## src/rtl/ps2_direction_decoder.sv

```systemverilog
// ps2_direction_decoder: PS/2 keyboard frames to snake-game direction code
// Ports: clk/rst_n system clock and async active-low reset; ps2_clk_i/ps2_data_i raw PS/2 pins;
// direction_o game code (d=000 s=001 a=010 w=011 rst=100); scan_code_o last good byte;
// byte_valid_o pulse per good byte; frame_err_o pulse per start/parity/stop error or timeout.
module ps2_direction_decoder #(
  parameter int FILTER_LEN     = 8,
  parameter int TIMEOUT_CYCLES = 50000
) (
  input  logic       clk,
  input  logic       rst_n,
  input  logic       ps2_clk_i,
  input  logic       ps2_data_i,
  output logic [2:0] direction_o,
  output logic [7:0] scan_code_o,
  output logic       byte_valid_o,
  output logic       frame_err_o
);
  localparam int FW = $clog2(FILTER_LEN + 1);
  localparam int TW = $clog2(TIMEOUT_CYCLES + 1);
  typedef enum logic [1:0] {IDLE, DATA, PARITY, STOP} state_t;
  state_t state_q, state_d;
  logic [1:0] clk_sync_q, dat_sync_q;
  logic filt_q, filt_d, fall_q;
  logic [FW-1:0] filt_cnt_q, filt_cnt_d;
  logic [2:0] bit_cnt_q, bit_cnt_d;
  logic [7:0] shift_q, shift_d, scan_code_q, scan_code_d;
  logic par_ok_q, par_ok_d;
  logic [TW-1:0] to_cnt_q, to_cnt_d;
  logic byte_valid_q, byte_valid_d, frame_err_q, frame_err_d;
  logic ext_q, ext_d, brk_q, brk_d;
  logic [2:0] dir_q, dir_d, mk;
  logic mk_ok, accept, din;
  assign din = dat_sync_q[1];
  always_comb begin
    filt_d = filt_q;
    filt_cnt_d = '0;
    if (clk_sync_q[1] != filt_q) begin
      if (filt_cnt_q == FW'(FILTER_LEN - 1)) filt_d = ~filt_q;
      else filt_cnt_d = filt_cnt_q + 1'b1;
    end
  end
  always_comb begin
    state_d = state_q;
    bit_cnt_d = bit_cnt_q;
    shift_d = shift_q;
    par_ok_d = par_ok_q;
    to_cnt_d = to_cnt_q;
    byte_valid_d = 1'b0;
    frame_err_d = 1'b0;
    scan_code_d = scan_code_q;
    if (fall_q) begin
      to_cnt_d = '0;
      case (state_q)
        IDLE: begin
          frame_err_d = din;
          state_d = din ? IDLE : DATA;
          bit_cnt_d = '0;
        end
        DATA: begin
          shift_d = {din, shift_q[7:1]};
          bit_cnt_d = bit_cnt_q + 1'b1;
          state_d = (bit_cnt_q == 3'd7) ? PARITY : DATA;
        end
        PARITY: begin
          par_ok_d = ^{shift_q, din};
          state_d = STOP;
        end
        default: begin
          state_d = IDLE;
          byte_valid_d = din & par_ok_q;
          frame_err_d = ~(din & par_ok_q);
          scan_code_d = (din & par_ok_q) ? shift_q : scan_code_q;
        end
      endcase
    end else if (state_q != IDLE) begin
      // a fall in the same cycle takes priority over an expiring timeout
      if (to_cnt_q == TW'(TIMEOUT_CYCLES - 1)) begin
        state_d = IDLE;
        frame_err_d = 1'b1;
        to_cnt_d = '0;
      end else to_cnt_d = to_cnt_q + 1'b1;
    end
  end
  always_comb begin
    mk_ok = 1'b1;
    mk = 3'b100;
    case ({ext_q, scan_code_q})
      9'h01D, 9'h175: mk = 3'b011;
      9'h01C, 9'h16B: mk = 3'b010;
      9'h01B, 9'h172: mk = 3'b001;
      9'h023, 9'h174: mk = 3'b000;
      9'h029:         mk = 3'b100;
      default:        mk_ok = 1'b0;
    endcase
  end
  // opposite pairs w/s and a/d differ only in bit 1
  assign accept = mk_ok & ~brk_q & (mk[2] | dir_q[2] | (mk != {1'b0, ~dir_q[1], dir_q[0]}));
  always_comb begin
    ext_d = ext_q;
    brk_d = brk_q;
    dir_d = dir_q;
    if (frame_err_q) begin
      ext_d = 1'b0;
      brk_d = 1'b0;
    end else if (byte_valid_q) begin
      if (scan_code_q == 8'hE0) ext_d = 1'b1;
      else if (scan_code_q == 8'hF0) brk_d = 1'b1;
      else begin
        ext_d = 1'b0;
        brk_d = 1'b0;
        dir_d = accept ? mk : dir_q;
      end
    end
  end
  always_ff @(posedge clk or negedge rst_n)
    if (!rst_n) begin
      clk_sync_q <= 2'b11;
      dat_sync_q <= 2'b11;
      filt_q <= 1'b1;
      filt_cnt_q <= '0;
      fall_q <= 1'b0;
      state_q <= IDLE;
      bit_cnt_q <= '0;
      shift_q <= '0;
      par_ok_q <= 1'b0;
      to_cnt_q <= '0;
      byte_valid_q <= 1'b0;
      frame_err_q <= 1'b0;
      scan_code_q <= '0;
      ext_q <= 1'b0;
      brk_q <= 1'b0;
      dir_q <= 3'b100;
    end else begin
      clk_sync_q <= {clk_sync_q[0], ps2_clk_i};
      dat_sync_q <= {dat_sync_q[0], ps2_data_i};
      filt_q <= filt_d;
      filt_cnt_q <= filt_cnt_d;
      fall_q <= filt_q & ~filt_d;
      state_q <= state_d;
      bit_cnt_q <= bit_cnt_d;
      shift_q <= shift_d;
      par_ok_q <= par_ok_d;
      to_cnt_q <= to_cnt_d;
      byte_valid_q <= byte_valid_d;
      frame_err_q <= frame_err_d;
      scan_code_q <= scan_code_d;
      ext_q <= ext_d;
      brk_q <= brk_d;
      dir_q <= dir_d;
    end
  assign direction_o = dir_q;
  assign scan_code_o = scan_code_q;
  assign byte_valid_o = byte_valid_q;
  assign frame_err_o = frame_err_q;
endmodule
```

## config.mk

```make
export PLATFORM = sky130hd
export DESIGN_NAME = ps2_direction_decoder
export DESIGN_NICKNAME = d
export VERILOG_FILES = /design/src/rtl/ps2_direction_decoder.sv
export SDC_FILE = /design/constraint.sdc
export NUM_CORES = 1
export LEC_CHECK = 0
export ABC_AREA = 1
export BUFFER_PORTS_ARGS = -buffer_cell sky130_fd_sc_hd__buf_2
export CAP_MARGIN = 10
export CORE_MARGIN = 3
export CORE_UTILIZATION = 40
export CTS_BUF_LIST = sky130_fd_sc_hd__clkbuf_8
export DETAILED_ROUTE_END_ITERATION = 6
export HOLD_SLACK_MARGIN = 0.15
export PLACE_DENSITY_LB_ADDON = 0.3
export SKIP_CTS_REPAIR_TIMING = 1
export SYNTH_ARGS = -nofsm -noshare
export SYNTH_HDL_FRONTEND = slang
export SYNTH_SLANG_ARGS = --single-unit
```

## constraint.sdc

```tcl
create_clock -name clk -period 1.8 [get_ports clk]
set_clock_uncertainty 0.15 [all_clocks]
set_input_delay 0.18 -clock clk [delete_from_list [all_inputs] [get_ports clk]]
set_output_delay 0.18 -clock clk [all_outputs]
set_load 0.01 [all_outputs]
```

# Word-level counts from Yosys, hierarchy flattened
# Index checks and enable logic that the tools add are counted.
# op_classes
div_mod_pow	0
n_mux	30
add_sub_neg	3
shifts	0
bitwise_logic	15
n_eq_ne	20
reduce_logical	22
n_mul	0
n_lt_le_gt_ge	0
# op_table
op	count
$mux 16	3
$eq 9x9->1 const B	4
$eq 9x5->1 const B	3
$eq 9x6->1 const B	2
$mux 1	17
$add 16x1->16 const B	1
$eq 16x16->1 const B	1
$eq 8x8->1 const B	2
$pmux 3 s4	1
$reduce_and 2->1	6
$reduce_bool 2->1	5
$reduce_or 2->1	5
$not 1->1	9
$reduce_or 9->1	1
$reduce_xor 9->1	1
$mux 2	4
$mux 4	2
$pmux 2 s3	1
$pmux 3 s2	1
$reduce_and 5->1	1
$add 4x1->4 const B	1
$and 1x1->1	4
$eq 4x3->1 const B	1
$add 3x1->3 const B	1
other kinds (12)	13
# word_totals
mem_bits_rw	0
out_inout_bits	13
latch_bits	0
inputBits	4
ff_bits	55
romBits	0
memories	0

# Depth between registers and ports, before layout
# logic_depth
word_depth	7
mapped_depth	15
depth_no_buf	15

# Worst setup path before layout
# Ideal clock, no wire load.
# synth_timing
kind	register -> register
startpoint	register scan_code_q[5], in the netlist scan_code_o[5]
endpoint	register dir_q[0], in the netlist direction_o[0]
path_slack_ns	0.160
path_stages_with_launch	15
setup_time_ns	0.117
t_arrival_ns	1.373
path_cell_list	dfrtp_1 inv_1 nand2_1 nor2_2 nand3_2 nand2_2 inv_1 nand2_1 nand2_1 nand2_1 nor2_2 nand2_2 nand2_2 nand2_1 nand2_1
# synth_via
elab_chain_len	7
# synth_lines
item	line_no	text
from (decl)	26	logic [7:0] shift_q, shift_d, scan_code_q, scan_code_d;
from (signal assigned)	146	scan_code_q <= scan_code_d;
$eq 9x6->1, or another cell as far along	87	case ({ext_q, scan_code_q})
$reduce_or 2->1	87	
$pmux 3 s4	87	
$ne 3x2->1 / $or 1x1->1 (equally long branches)	97	assign accept = mk_ok & ~brk_q & (mk[2] | dir_q[2] | (mk != {1'b0, ~dir_q[1], dir_q[0]}));
$or 1x1->1	97	
$and 1x1->1	97	
$reduce_and 5->1 (no source line)	--	
to (signal assigned)	149	dir_q <= dir_d;
to (decl)	31	logic [2:0] dir_q, dir_d, mk;
# Several ways; a longest one is shown, not always the timed one.
# A chain may end at the register's enable or synchronous reset.

# Worst setup path in the final report
# layout_timing
startpoint	register scan_code_q[7], in the netlist scan_code_o[7]
endpoint	register dir_q[0], in the netlist direction_o[0]
# The elaborated chain is that of the path after synthesis.

==> results.txt <==
----------------------------------------------------
[Global route]
  Number of antenna violations at the first check in global routing ... 0
  First-pass GRT wire length ... a little under 10 mm
  Vias in the first global route ... 2212
  Overall overflow remaining after global route ... 0
  Global router's overall resource usage ... approximately 14%
  Pin count of the biggest net entering global routing ... 24

[Floorplan]
  Total number of placement rows ... 29
  Core area ... 6604 sq um
  Vertical die dimension ... 89.97 microns
  Die Outline Area ... 8094 sq um
  I/O pin count ... 17
  Starting density of the core ... 42.71%
  Horizontal extent of the die ... ~90 microns

[Clocking]
  Clock sinks ... 55
  Cell chosen for the clock root ... sky130_fd_sc_hd__clkbuf_8
  Maximum buffer depth of the clock tree ... 2
  Clock input transition at the sequential cells of the worst setup and hold paths ... 0.10 ns
  Worst skew pair latency ... about 0.3 ns
  CTS tree ... built
  H-tree level count ... 2
  Number of buffers inserted during clock tree synthesis ... 5

[Place]
  Quantity of I/O buffers inserted on ports ... 16
  Dpl cells ... 455
  Hpwl dp ... 3.954 mm
  Placer congestion estimate ... about 0.82

[Final layout]
  Commonest non-fill, non-tap cell in the layout ... sky130_fd_sc_hd__nand2_1
  Fraction of layout cells with a size suffix above 1 ... between 30 and 40%
  Count of nets after finishing ... 392
  Most frequent cells in the layout ... sky130_fd_sc_hd__nand2_1, sky130_fd_sc_hd__dfrtp_1, sky130_fd_sc_hd__inv_1, sky130_fd_sc_hd__nor2_1, sky130_fd_sc_hd__nand3_1
  Diodes inserted ... 0
  Synth-to-layout area growth ... 21.30%
  Number of standard cells in the layout, taps in and fillers out ... 478

[Setup path]
  CP Capture Point ... direction_o[0]
  Capturing element type of the critical path ... register
  FF-to-FF End ... direction_o[0]
  Arrival time of data at the critical path endpoint ... 1.83 ns
  Setup slack of the worst register-to-register path ... between 0.02 and 0.03 ns
  Crit path launch type ... register
  Maximum fanout count along the critical path ... 4
  Crit Reg-Reg Startpoint ... scan_code_o[7]
  Timing startpoint of the critical path ... scan_code_o[7]
  Data required time of the critical path ... around 1.9 ns
  Type of the worst setup path ... reg -> reg
  Worst r2r path cells ... 14

[STA]
  Highest Clock Rate ... 564.3 MHz
  Sum Neg Setup Slack ... 0 ns
  Hold Slack ... 0.1947 ns
  Minimum clock period ... about 1.8 ns
  Setup repair after global routing missed its margin ... yes
  Ratio of final minimum period to clock period ... 98.45%
  Final setup vio count ... 0
  Total count of max-transition violations in the final report ... 0
  Hold violation total from the final report ... 0
  Transition at the pin with the smallest max-transition slack ... 0.4532 ns
  Worst max-slew margin expressed relative to the limit ... 69.79%

[Logic synthesis]
  Number of unique standard cell types used by synthesis ... 35
  Synth Register Bits ... 55
  Number of nets produced by synthesis ... 349
  Cell count after synthesis ... 341
  Yosys warning total ... 0
  Fraction of the yosys area taken by sequential cells ... 49.07%
  Average cell area after synthesis ... 8.270 sq um
  Synth Cell Area ... 2820 sq um

[Power and ir drop]
  Total leakage power ... 1.618 nW
  Pwr Density ... 1050 nW/um^2
  Maximum vdd ir drop ... roughly 0.42 mV
  Total power ... 3.591 mW

[Route]
  Post-route DRC violation count ... 0
  Total wire length ... 5.545 mm
  Total via count in the routed design ... roughly 2300
  Number of optimization iterations in the first detailed-route pass ... 4
  Antenna viol nets, final ... 0
  Avg WL per Cell ... approximately 12 microns
  Iter 0 DRT Violations ... 117
  Number of vias per cell after detailed routing ... 4.793

[Hold path]
  Class of the worst hold path ... in -> async

[Job]
  Max Cap Viol ... 0

[Status]
  Result of the run ... completed

----------------------------------------------------
-- cells by family (layout without fill, tap and decap cells) --
kind of cell	after synthesis	in the layout	synth area share [%]
AOI/OAI and AO/OA	47	47	8.962
adders and majority gates	4	4	1.775
and+or+nand+nor	170	170	28.39
muxes	1	1	0.3993
xor gates and xnor gates	15	15	4.659
buffers and inverters	49	93	6.743
DFF	55	55	49.07
-- routing by layer --
| layer | GRT usage (%) | wire (microns) | vias up |
|---|---|---|---|
| li1 | - | - | 1188 |
| met1 | 18.92 | 2632 | 1063 |
| met2 | 23.56 | 2721 | 38 |
| met3 | 3.172 | 168 | 2 |
| met4 | 3.444 | 23 | 0 |
| met5 | 0 | 0 | - |
-- through the flow --
step	instance area, sq um	utilization, %	worst slack, ns
after floorplan	2820	-	0.1603
after global placement	3075	46.57	0.03705
after detailed placement	3075	46.57	0.03950
after CTS	3182	48.18	0.009767
after global routing	3421	51.80	-0.1078
final	3421	51.80	0.02794
-- synthesized netlist by cell type, drive strengths merged --
master / number / share of area, %
nand2: 72 / 10
nor2: 52 / 8.3
dfrtp: 49 / 43
inv: 44 / 5.9
nand3: 29 / 5.5
o21ai: 23 / 4.1
a21oi: 17 / 3.0
xor2: 8 / 2.5
nor3: 7 / 1.4
xnor2: 7 / 2.2
dfstp: 6 / 5.6
ha: 4 / 1.8
nand4: 4 / 1.1
a211oi: 3 / 0.80
buf: 3 / 0.62
nor3b: 2 / 0.53
nor4: 2 / 0.98
o31ai: 2 / 0.53
a22o: 1 / 0.31
clkbuf: 1 / 0.13
clkinv: 1 / 0.13
mux2: 1 / 0.40
nand3b: 1 / 0.27
o22ai: 1 / 0.22
or2: 1 / 0.22
-- how the worst min path moves through the flow --
| stage | cells past startpoint | start | to | slack [ns] |
|---|---|---|---|---|
| floorplan | 0 | rst_n | bit_cnt_q[0] | -0.27 |
| global placement | 1 | rst_n | to_cnt_q[8] | -0.002 |
| detailed placement | 1 | rst_n | to_cnt_q[8] | 0.003 |
| CTS | 1 | rst_n | to_cnt_q[9] | -0.34 |
| global route | 2 | rst_n | to_cnt_q[8] | 0.22 |
| finish | 2 | rst_n | to_cnt_q[9] | 0.19 |
-- worst max-delay path, stage by stage, from the launching register on --
cell                      delay, ns
sky130_fd_sc_hd__dfrtp_1       0.44
sky130_fd_sc_hd__inv_2         0.14
sky130_fd_sc_hd__nand2_4       0.08
sky130_fd_sc_hd__nor2_4        0.15
sky130_fd_sc_hd__nand3_2       0.08
sky130_fd_sc_hd__nand2_2       0.10
sky130_fd_sc_hd__inv_2         0.05
sky130_fd_sc_hd__nand2_2       0.06
sky130_fd_sc_hd__nand2_1       0.05
sky130_fd_sc_hd__nand2_1       0.07
sky130_fd_sc_hd__nor2_2        0.04
sky130_fd_sc_hd__nand2_2       0.08
sky130_fd_sc_hd__nand2_2       0.08
sky130_fd_sc_hd__nand2_1       0.06
sky130_fd_sc_hd__nand2_1       0.04
-- state kept, by name, summed over array words and instances, names as in the netlist --
name	cells
direction_o	3
byte_valid_o	1
fall_q	1
to_cnt_q	16
dat_sync_q	2
filt_cnt_q	4
frame_err_o	1
state_q	2
shift_q	8
ext_q	1
brk_q	1
bit_cnt_q	3
filt_q	1
clk_sync_q	2
par_ok_q	1
scan_code_o	8
-- final cells by class --
cell class | instances | area, sq um
Fill cell | 634 | 3183
Sequential cell | 55 | 1393
Multi-Input combinational cell | 237 | 1354
Timing Repair Buffer | 40 | 280.3
Inverter | 45 | 171.4
Tap cell | 93 | 116.4
Clock buffer | 5 | 68.82
Clock inverter | 3 | 37.54
-- report_power, final --
part | internal, mW | switching (mW) | leakage (nW)
Clock | 0.406 | 0.384 | 0.0607
Sequential | 1.49 | 0.221 | 0.706
Combinational | 0.467 | 0.621 | 0.851
Total | 2.36 | 1.23 | 1.62
No activity file was read; power rests on OpenSTA's default activity.
